==> src/rtl/fifo_pkg.sv <==
`default_nettype none
// ============================================================================
// Module   : fifo_pkg
// Purpose  : Shared types and constants for the byte FIFO and its serial
//            transmit consumer.
// Revision : 1.0 - initial release
// ============================================================================
package fifo_pkg;

  // Word width shared between the FIFO and the serial transmitter
  localparam int DEFAULT_DATA_WIDTH = 8;

  // Serial frame sequencing states
  typedef enum logic [2:0] {
    IDLE   = 3'd0,
    START  = 3'd1,
    DATA   = 3'd2,
    PARITY = 3'd3,
    STOP   = 3'd4
  } tx_state_t;

  // Total clk cycles occupied by one serial frame
  function automatic int frame_length(input int data_width, input int parity_en,
                                      input int stop_bits, input int clks_per_bit);
    return (1 + data_width + parity_en + stop_bits) * clks_per_bit;
  endfunction

endpackage
`default_nettype wire

==> src/rtl/baud_tick_gen.sv <==
`default_nettype none
// ============================================================================
// Module   : baud_tick_gen
// Purpose  : Counts CLKS_PER_BIT clk cycles per serial bit and flags the last
//            cycle of each bit. Synchronous clear restarts the bit period.
// Revision : 1.0 - initial release
// ============================================================================
module baud_tick_gen #(
  parameter int CLKS_PER_BIT = 16
) (
  input  logic clk,
  input  logic reset_n,
  input  logic clear,
  output logic bit_end
);

  localparam int c_cnt_w = (CLKS_PER_BIT > 1) ? $clog2(CLKS_PER_BIT) : 1;
  localparam logic [c_cnt_w-1:0] c_last = c_cnt_w'(CLKS_PER_BIT - 1);
  localparam logic [c_cnt_w-1:0] c_one  = c_cnt_w'(1);

  logic [c_cnt_w-1:0] r_cnt;

  assign bit_end = (r_cnt == c_last);

  // Free-running bit-period counter; clear holds it at zero between frames
  always_ff @(posedge clk or negedge reset_n) begin
    if (!reset_n) begin
      r_cnt <= '0;
    end else if (clear || bit_end) begin
      r_cnt <= '0;
    end else begin
      r_cnt <= r_cnt + c_one;
    end
  end

endmodule
`default_nettype wire

==> src/rtl/fifo_uart_tx.sv <==
`default_nettype none
// ============================================================================
// Module   : fifo_uart_tx
// Purpose  : Pops words from the byte FIFO and serializes each as an async
//            frame: start bit, data LSB first, optional parity, stop bit(s).
// Revision : 1.0 - initial release
// ============================================================================
module fifo_uart_tx
  import fifo_pkg::*;
#(
  parameter int DATA_WIDTH   = DEFAULT_DATA_WIDTH,
  parameter int CLKS_PER_BIT = 16,
  parameter int PARITY_EN    = 0,
  parameter int PARITY_ODD   = 0,
  parameter int STOP_BITS    = 1
) (
  input  logic                  clk,
  input  logic                  reset_n,
  input  logic                  en,
  input  logic                  fifo_val,
  input  logic [DATA_WIDTH-1:0] fifo_data,
  output logic                  fifo_read,
  output logic                  tx,
  output logic                  busy,
  output logic                  frame_done
);

  localparam int c_bit_cnt_w = $clog2(DATA_WIDTH + 1);
  localparam logic [c_bit_cnt_w-1:0] c_last_data = c_bit_cnt_w'(DATA_WIDTH - 1);
  localparam logic [c_bit_cnt_w-1:0] c_last_stop = c_bit_cnt_w'(STOP_BITS - 1);
  localparam logic [c_bit_cnt_w-1:0] c_bit_one   = c_bit_cnt_w'(1);
  localparam logic                   c_parity_odd = (PARITY_ODD != 0);

  tx_state_t               r_state;
  tx_state_t               w_state_nxt;
  logic [DATA_WIDTH-1:0]   r_shift;
  logic [DATA_WIDTH-1:0]   w_shift_nxt;
  logic [c_bit_cnt_w-1:0]  r_bit_cnt;
  logic [c_bit_cnt_w-1:0]  w_bit_cnt_nxt;
  logic                    r_parity;
  logic                    w_parity_nxt;
  logic                    r_tx;
  logic                    w_tx_nxt;
  logic                    w_bit_end;
  logic                    w_baud_clear;
  logic                    w_last_stop;

  // The bit period restarts on every pop so a new frame is aligned to it
  assign w_baud_clear = (r_state == IDLE) || fifo_read;

  baud_tick_gen #(
    .CLKS_PER_BIT (CLKS_PER_BIT)
  ) u_baud_tick_gen (
    .clk     (clk),
    .reset_n (reset_n),
    .clear   (w_baud_clear),
    .bit_end (w_bit_end)
  );

  assign tx = r_tx;

  // Next-state, pop strobe and frame sequencing
  always_comb begin
    w_state_nxt   = r_state;
    w_shift_nxt   = r_shift;
    w_bit_cnt_nxt = r_bit_cnt;
    w_parity_nxt  = r_parity;
    w_tx_nxt      = r_tx;

    w_last_stop = (r_state == STOP) && w_bit_end && (r_bit_cnt == c_last_stop);
    frame_done  = w_last_stop;
    busy        = (r_state != IDLE);
    fifo_read   = ((r_state == IDLE) || w_last_stop) && fifo_val && en && reset_n;

    case (r_state)
      IDLE: begin
        w_tx_nxt = 1'b1;
      end
      START: begin
        if (w_bit_end) begin
          w_state_nxt   = DATA;
          w_tx_nxt      = r_shift[0];
          w_shift_nxt   = r_shift >> 1;
          w_bit_cnt_nxt = '0;
        end
      end
      DATA: begin
        if (w_bit_end) begin
          if (r_bit_cnt == c_last_data) begin
            w_bit_cnt_nxt = '0;
            if (PARITY_EN != 0) begin
              w_state_nxt = PARITY;
              w_tx_nxt    = r_parity ^ c_parity_odd;
            end else begin
              w_state_nxt = STOP;
              w_tx_nxt    = 1'b1;
            end
          end else begin
            w_bit_cnt_nxt = r_bit_cnt + c_bit_one;
            w_tx_nxt      = r_shift[0];
            w_shift_nxt   = r_shift >> 1;
          end
        end
      end
      PARITY: begin
        if (w_bit_end) begin
          w_state_nxt   = STOP;
          w_tx_nxt      = 1'b1;
          w_bit_cnt_nxt = '0;
        end
      end
      STOP: begin
        if (w_bit_end) begin
          if (r_bit_cnt == c_last_stop) begin
            w_state_nxt   = IDLE;
            w_tx_nxt      = 1'b1;
            w_bit_cnt_nxt = '0;
          end else begin
            w_bit_cnt_nxt = r_bit_cnt + c_bit_one;
          end
        end
      end
      default: begin
        w_state_nxt = IDLE;
        w_tx_nxt    = 1'b1;
      end
    endcase

    // A pop always launches a fresh frame, including straight out of the last stop cycle
    if (fifo_read) begin
      w_state_nxt   = START;
      w_tx_nxt      = 1'b0;
      w_shift_nxt   = fifo_data;
      w_parity_nxt  = ^fifo_data;
      w_bit_cnt_nxt = '0;
    end
  end

  // State and datapath registers; reset forces the line idle at once
  always_ff @(posedge clk or negedge reset_n) begin
    if (!reset_n) begin
      r_state   <= IDLE;
      r_tx      <= 1'b1;
      r_shift   <= '0;
      r_bit_cnt <= '0;
      r_parity  <= 1'b0;
    end else begin
      r_state   <= w_state_nxt;
      r_tx      <= w_tx_nxt;
      r_shift   <= w_shift_nxt;
      r_bit_cnt <= w_bit_cnt_nxt;
      r_parity  <= w_parity_nxt;
    end
  end

endmodule
`default_nettype wire

==> config.mk <==
export PLATFORM = sky130hd
export DESIGN_NAME = fifo_uart_tx
export DESIGN_NICKNAME = d
export VERILOG_FILES = /design/src/rtl/fifo_pkg.sv /design/src/rtl/baud_tick_gen.sv /design/src/rtl/fifo_uart_tx.sv
export SDC_FILE = /design/constraint.sdc
export NUM_CORES = 1
export LEC_CHECK = 0
export ABC_AREA = 0
export BUFFER_PORTS_ARGS = -buffer_cell sky130_fd_sc_hd__buf_2
export CORE_UTILIZATION = 30
export DETAILED_ROUTE_END_ITERATION = 16
export PLACE_DENSITY = 0.45
export SLEW_MARGIN = 40
export SYNTH_ARGS = -nofsm -noshare
export SYNTH_HDL_FRONTEND = slang
export SYNTH_HIERARCHICAL = 1
export SYNTH_SLANG_ARGS = --single-unit
==> constraint.sdc <==
create_clock -name clk -period 3.9 [get_ports clk]
set_clock_uncertainty 0.1 [all_clocks]
set_input_delay 0.78 -clock clk [delete_from_list [all_inputs] [get_ports clk]]
set_output_delay 0.78 -clock clk [all_outputs]
set_load 0.005 [all_outputs]
# --- Word level (Yosys, flattened, before mapping) ---
# Index checks and enable logic that the tools add are counted.
word_totals:
  regBits: 20
  in_bits: 12
  wordCells: 69
op_classes:
  add_sub_neg: 2
  n_eq_ne: 15
  mux: 29
  reduce_logical: 18
op_table:
  columns: ["operator", "n"]
  rows:
  - ["8-bit two-way mux", 4]
  - ["4-bit two-way mux", 7]
  - ["3-bit two-way mux", 7]
  - ["8-bit case mux with 2 select lines", 1]
  - ["3-bit by 2-bit != test with 1-bit output, second input constant", 5]
  - ["3-bit case mux with 5 select lines", 1]
  - ["4-bit case mux with 3 select lines", 1]
  - ["4-bit by 1-bit adder with 4-bit output, second input constant", 2]
  - ["4-bit AND reduction", 2]
  - ["1-bit two-way mux", 7]
  - ["7-bit AND reduction", 1]
  - ["3-bit by 2-bit == test with 1-bit output, second input constant", 2]
  - ["3-bit != test, second input constant", 2]
  - ["3-bit nonzero test", 2]
  - ["1-bit logical AND", 5]
  - ["5-bit AND reduction", 1]
  - ["4-bit by 3-bit == test with 1-bit output, second input constant", 1]
  - ["4-bit == test, second input constant", 1]
  - ["4-bit logical NOT", 1]
  - ["1-bit case mux with 4 select lines", 1]
  - ["4-bit nonzero test", 1]
  - ["3-bit by 1-bit == test with 1-bit output, second input constant", 1]
  - ["3-bit == test, second input constant", 1]
  - ["3-bit logical NOT", 1]
  - ["4 further kinds", 6]

# --- Logic depth before layout (Yosys ltp) ---
depth:
  depth_word: 10
  depth_mapped: 8
  ltp_nobuf: 7

# --- By module ---
# The synthesis kept the hierarchy.
modules_own_cells:
  columns: ["mod", "instances", "cells_each", "area_each_um2", "seq_area_each_um2"]
  rows:
  - ["fifo_uart_tx", 1, 110, 957.2, 401.6]
  - ["baud_tick_gen", 1, 13, 171.4, 100.1]

# --- Worst setup path after synthesis ---
# OpenSTA, ideal clock, no wires.
synth_path:
  kind: "reg-to-output"
  startpoint: "register u_baud_tick_gen.r_cnt[0]"
  endpoint: "output fifo_read"
  arrival_time_ps: 1478
  required_time_ps: 3020
  slack_ps: 1542
  path_stages_with_launch: 7
  path_buffers: 1
  cell_sequence: "dfrtp_1 ha_1 and3_4 nand4bb_1 a211o_1 buf_6 inv_1"
synth_via:
  elab_chain_len: 7
synth_rtl:
  columns: ["element", "line", "rtl"]
  rows:
  - ["from (decl)", "baud_tick_gen.sv:21", "logic [c_cnt_w-1:0] r_cnt;"]
  - ["from (signal assigned)", "baud_tick_gen.sv:32", "r_cnt <= r_cnt + c_one;"]
  - ["4-bit == test", "baud_tick_gen.sv:23", "assign bit_end = (r_cnt == c_last);"]
  - ["via w_bit_end", "fifo_uart_tx.sv:44", "logic w_bit_end;"]
  - ["1-bit logical AND (2 in a row)", "fifo_uart_tx.sv:70", "w_last_stop = (r_state == STOP) && w_bit_end && (r_bit_cnt == c_last_stop);"]
  - ["1-bit logical OR", "fifo_uart_tx.sv:73", "fifo_read = ((r_state == IDLE) || w_last_stop) && fifo_val && en && reset_n;"]
  - ["1-bit logical AND (3 in a row)", "fifo_uart_tx.sv:73", null]
  - ["to (decl)", "fifo_uart_tx.sv:22", "output logic fifo_read,"]
# The timed path passes the listed nets, and every way through them passes these cells.

# --- Worst setup path in the final report ---
# Ends and elaborated chain as after synthesis.

==> reports/qor.txt <==
Post-Synthesis Cell Area = 1130 µm²
Post-synth EDFFs = 0
CP endpoint kind = primary output
Minimum clock period = 3090 ps
RSZ-0062 raised after global routing = no
DRT iter0 DRCs = 37
Final net count = 153
CTS Buffer Depth = 2
Number of routed nets with antenna violations = 0
Slowest cell on crit path = a211o_1
Top_reg_cell synth = dfrtp_1
Latest clock arrival within the worst-skew pair = 260 ps
Setup violations, final = 0
Global Route Usage Sum = 12.9%
Initial antenna violation count = 0
GPL Wtd Cong = 0.792
Worst Path Arrival = 2210 ps
Drc violations = 0
Crit-path cells = ha_1 -> and3_4 -> nand4bb_1 -> a211o_1 -> inv_1 -> buf_2
Sequential share of the synthesized area = 44.5%
Worst slew margin = 61.1%
CTS tree = yes
Synthesis Warnings = 6
Reg clk slew, reported paths = 80 ps
DRT Wirelength = 2350 µm
Max Slew Vio Count = 0
Max-cap violations = 0
DP Wirelength = 1650 µm
Syn_area_per_cell = 9.18 µm²
Top post-synthesis cells by area = dfrtp_1, mux2i_1, nor2_1
PD cells = 334 nW/µm²
CTS Hold Bufs = 0
Netlist cell types = 37
Root buffer cell = clkbuf_8
Htree depth = 1
Largest net degree at the start of global routing = 23
Post_cts resized = 0
Area Overhead vs Synth = 14.7%
Drt pass-1 iters = 4
Row cnt = 21
P_leak = 0.626 nW
Max IR drop VDD = 0.107 mV
Register Area = 502 µm²
I/O pin cnt = 16
Pre-CTS setup slack = 820 ps
Layout cell share with drive strength beyond 1 = 16.8%
Synth top area share = 42.1%
Starting density of the core = 32.5%
Die X = 63.3 µm
Vias in the first global route = 877
#FFs+latches synth = 20
Status = completed
Setup CP Type = flop to primary output
Period utilization = 79.2%
Placed cell area = 1220 µm²
Post-synth top area cell = dfrtp_1
Cells after Synth = 123
Synth async-reset ratio = 100%
Count of final hold-check violations = 0
Die height = 63.3 µm
CP top delay family = compound AO/OA/AOI/OAI gates
Final instance area = 1290 µm²
Post-Syn Nets = 138
Num CTS Buffers = 3
Commonest cells after routing, fill and taps aside = dfrtp_1, nor2_1, nand2_1, buf_2, a21oi_1
DR vias = 935
Post-layout util = 37.3%
Fmax = 0.324 GHz
Worst-Margin Slew = 576 ps
Fill count = 372
Met3 Routed Length = 64 µm
Wl on met1 = 1140 µm
Core area = 3470 µm²
Highest metal used = met4
Most common cell after layout, fill and taps aside = dfrtp_1
Critical Path Fanout Max = 19
Routed wl met2 = 1110 µm
HP Class = primary input to asynchronous set/reset pin
Final WS setup = 813 ps
Setup TNS Final = 0 ps
Die ar. = 4010 µm²
Buf/Inv on CP = 2
Clk sink count = 20
Ant. Diodes = 0
Post-CTS setup buffers = 0
Fin Hold WS = 368 ps
Largest stage delay, worst path = 560 ps
CP required = 3020 ps
Total gr overflow = 0
Area of the multi-input gates = 571 µm²
WL/cell = 12.8 µm
First-pass GRT wire length = 4050 µm
Port Buffers = 15
DR vias/cell = 5.11
Startpoint types = flop
-- layer usage --
layer  GRT usage, %  up-vias
li1               -      462
met1           16.6      449
met2           20.5       18
met3           2.17        6
met4           6.53        0
met5              0        -
-- registers in the layout, summed over array words and instances (netlist names) --
name and flops:
tx 1, r_bit_cnt 4, u_baud_tick_gen/r_cnt 4, r_shift 8, r_state 3
-- cells by family (layout without fill, tap and decap cells) --
family	after synthesis	count (layout)	share of synthesized area, %
AO/OA/AOI/OAI	27	27	14.6
flip-flops	20	20	44.5
AND/OR/NAND/NOR	53	53	24.1
buffers and inverters	10	24	4.99
adder cells (fa/ha/maj)	3	3	3.33
XOR/XNOR	3	3	2.33
multiplexers	7	7	6.21
-- final cells by class --
class / instances / share of cell area (%)
multi-input cells: 93 / 44.1
well taps: 46 / 4.44
clock inverters: 1 / 2.32
repair buffers: 15 / 5.80
clock buffers: 3 / 3.19
flip-flops and latches: 20 / 38.7
inverters: 5 / 1.45
-- synth_stat cells, types with 2 or more instances --
master and number:
a21oi_1 10, dfrtp_1 19, mux2i_1 7, inv_1 5, nor3_1 2, nor2_1 16
buf_2 3, ha_1 3, xor2_1 2, nand3_1 6, nor2b_1 2, buf_6 2
o21ai_0 7, nand2_1 15, a31oi_1 2
-- metrics by stage --
stage | power [mW] | instances
2_1_floorplan | 0.216 | 123
3_3_place_gp | 0.227 | 179
3_5_place_dp | 0.227 | 179
4_1_cts | 0.441 | 183
5_1_grt | 0.454 | 183
6_report | 0.433 | 183
-- worst paths after layout --
| kind | depth (start not counted) | from | end | slack [ps] |
|---|---|---|---|---|
| min in group clk | 1 | u_baud_tick_gen/r_cnt[0] | u_baud_tick_gen/r_cnt[0] | 410 |
| setup reg to reg | 6 | u_baud_tick_gen/r_cnt[0] | u_baud_tick_gen/r_cnt[3] | 1660 |
| setup / recovery | 6 | u_baud_tick_gen/r_cnt[0] | fifo_read | 810 |
| hold / removal | 1 | reset_n | r_state[2] | 370 |
| max in group asynchronous | 1 | reset_n | tx | 2970 |
| hold reg to reg | 1 | u_baud_tick_gen/r_cnt[0] | u_baud_tick_gen/r_cnt[0] | 410 |
-- worst register-to-register path: stages (launching register included) --
cell       delay [ps]
dfrtp_1           420
ha_1              250
and3_4            230
nand4bb_1         150
a211o_1           520
nand2_1           230
a311oi_1          240
-- where the power goes --
group          internal (mW)  switching, mW
Sequential             0.209       0.000809
Combinational        0.00576        0.00722
Clock                  0.137         0.0732
Power figures use the tool's default switching activity.
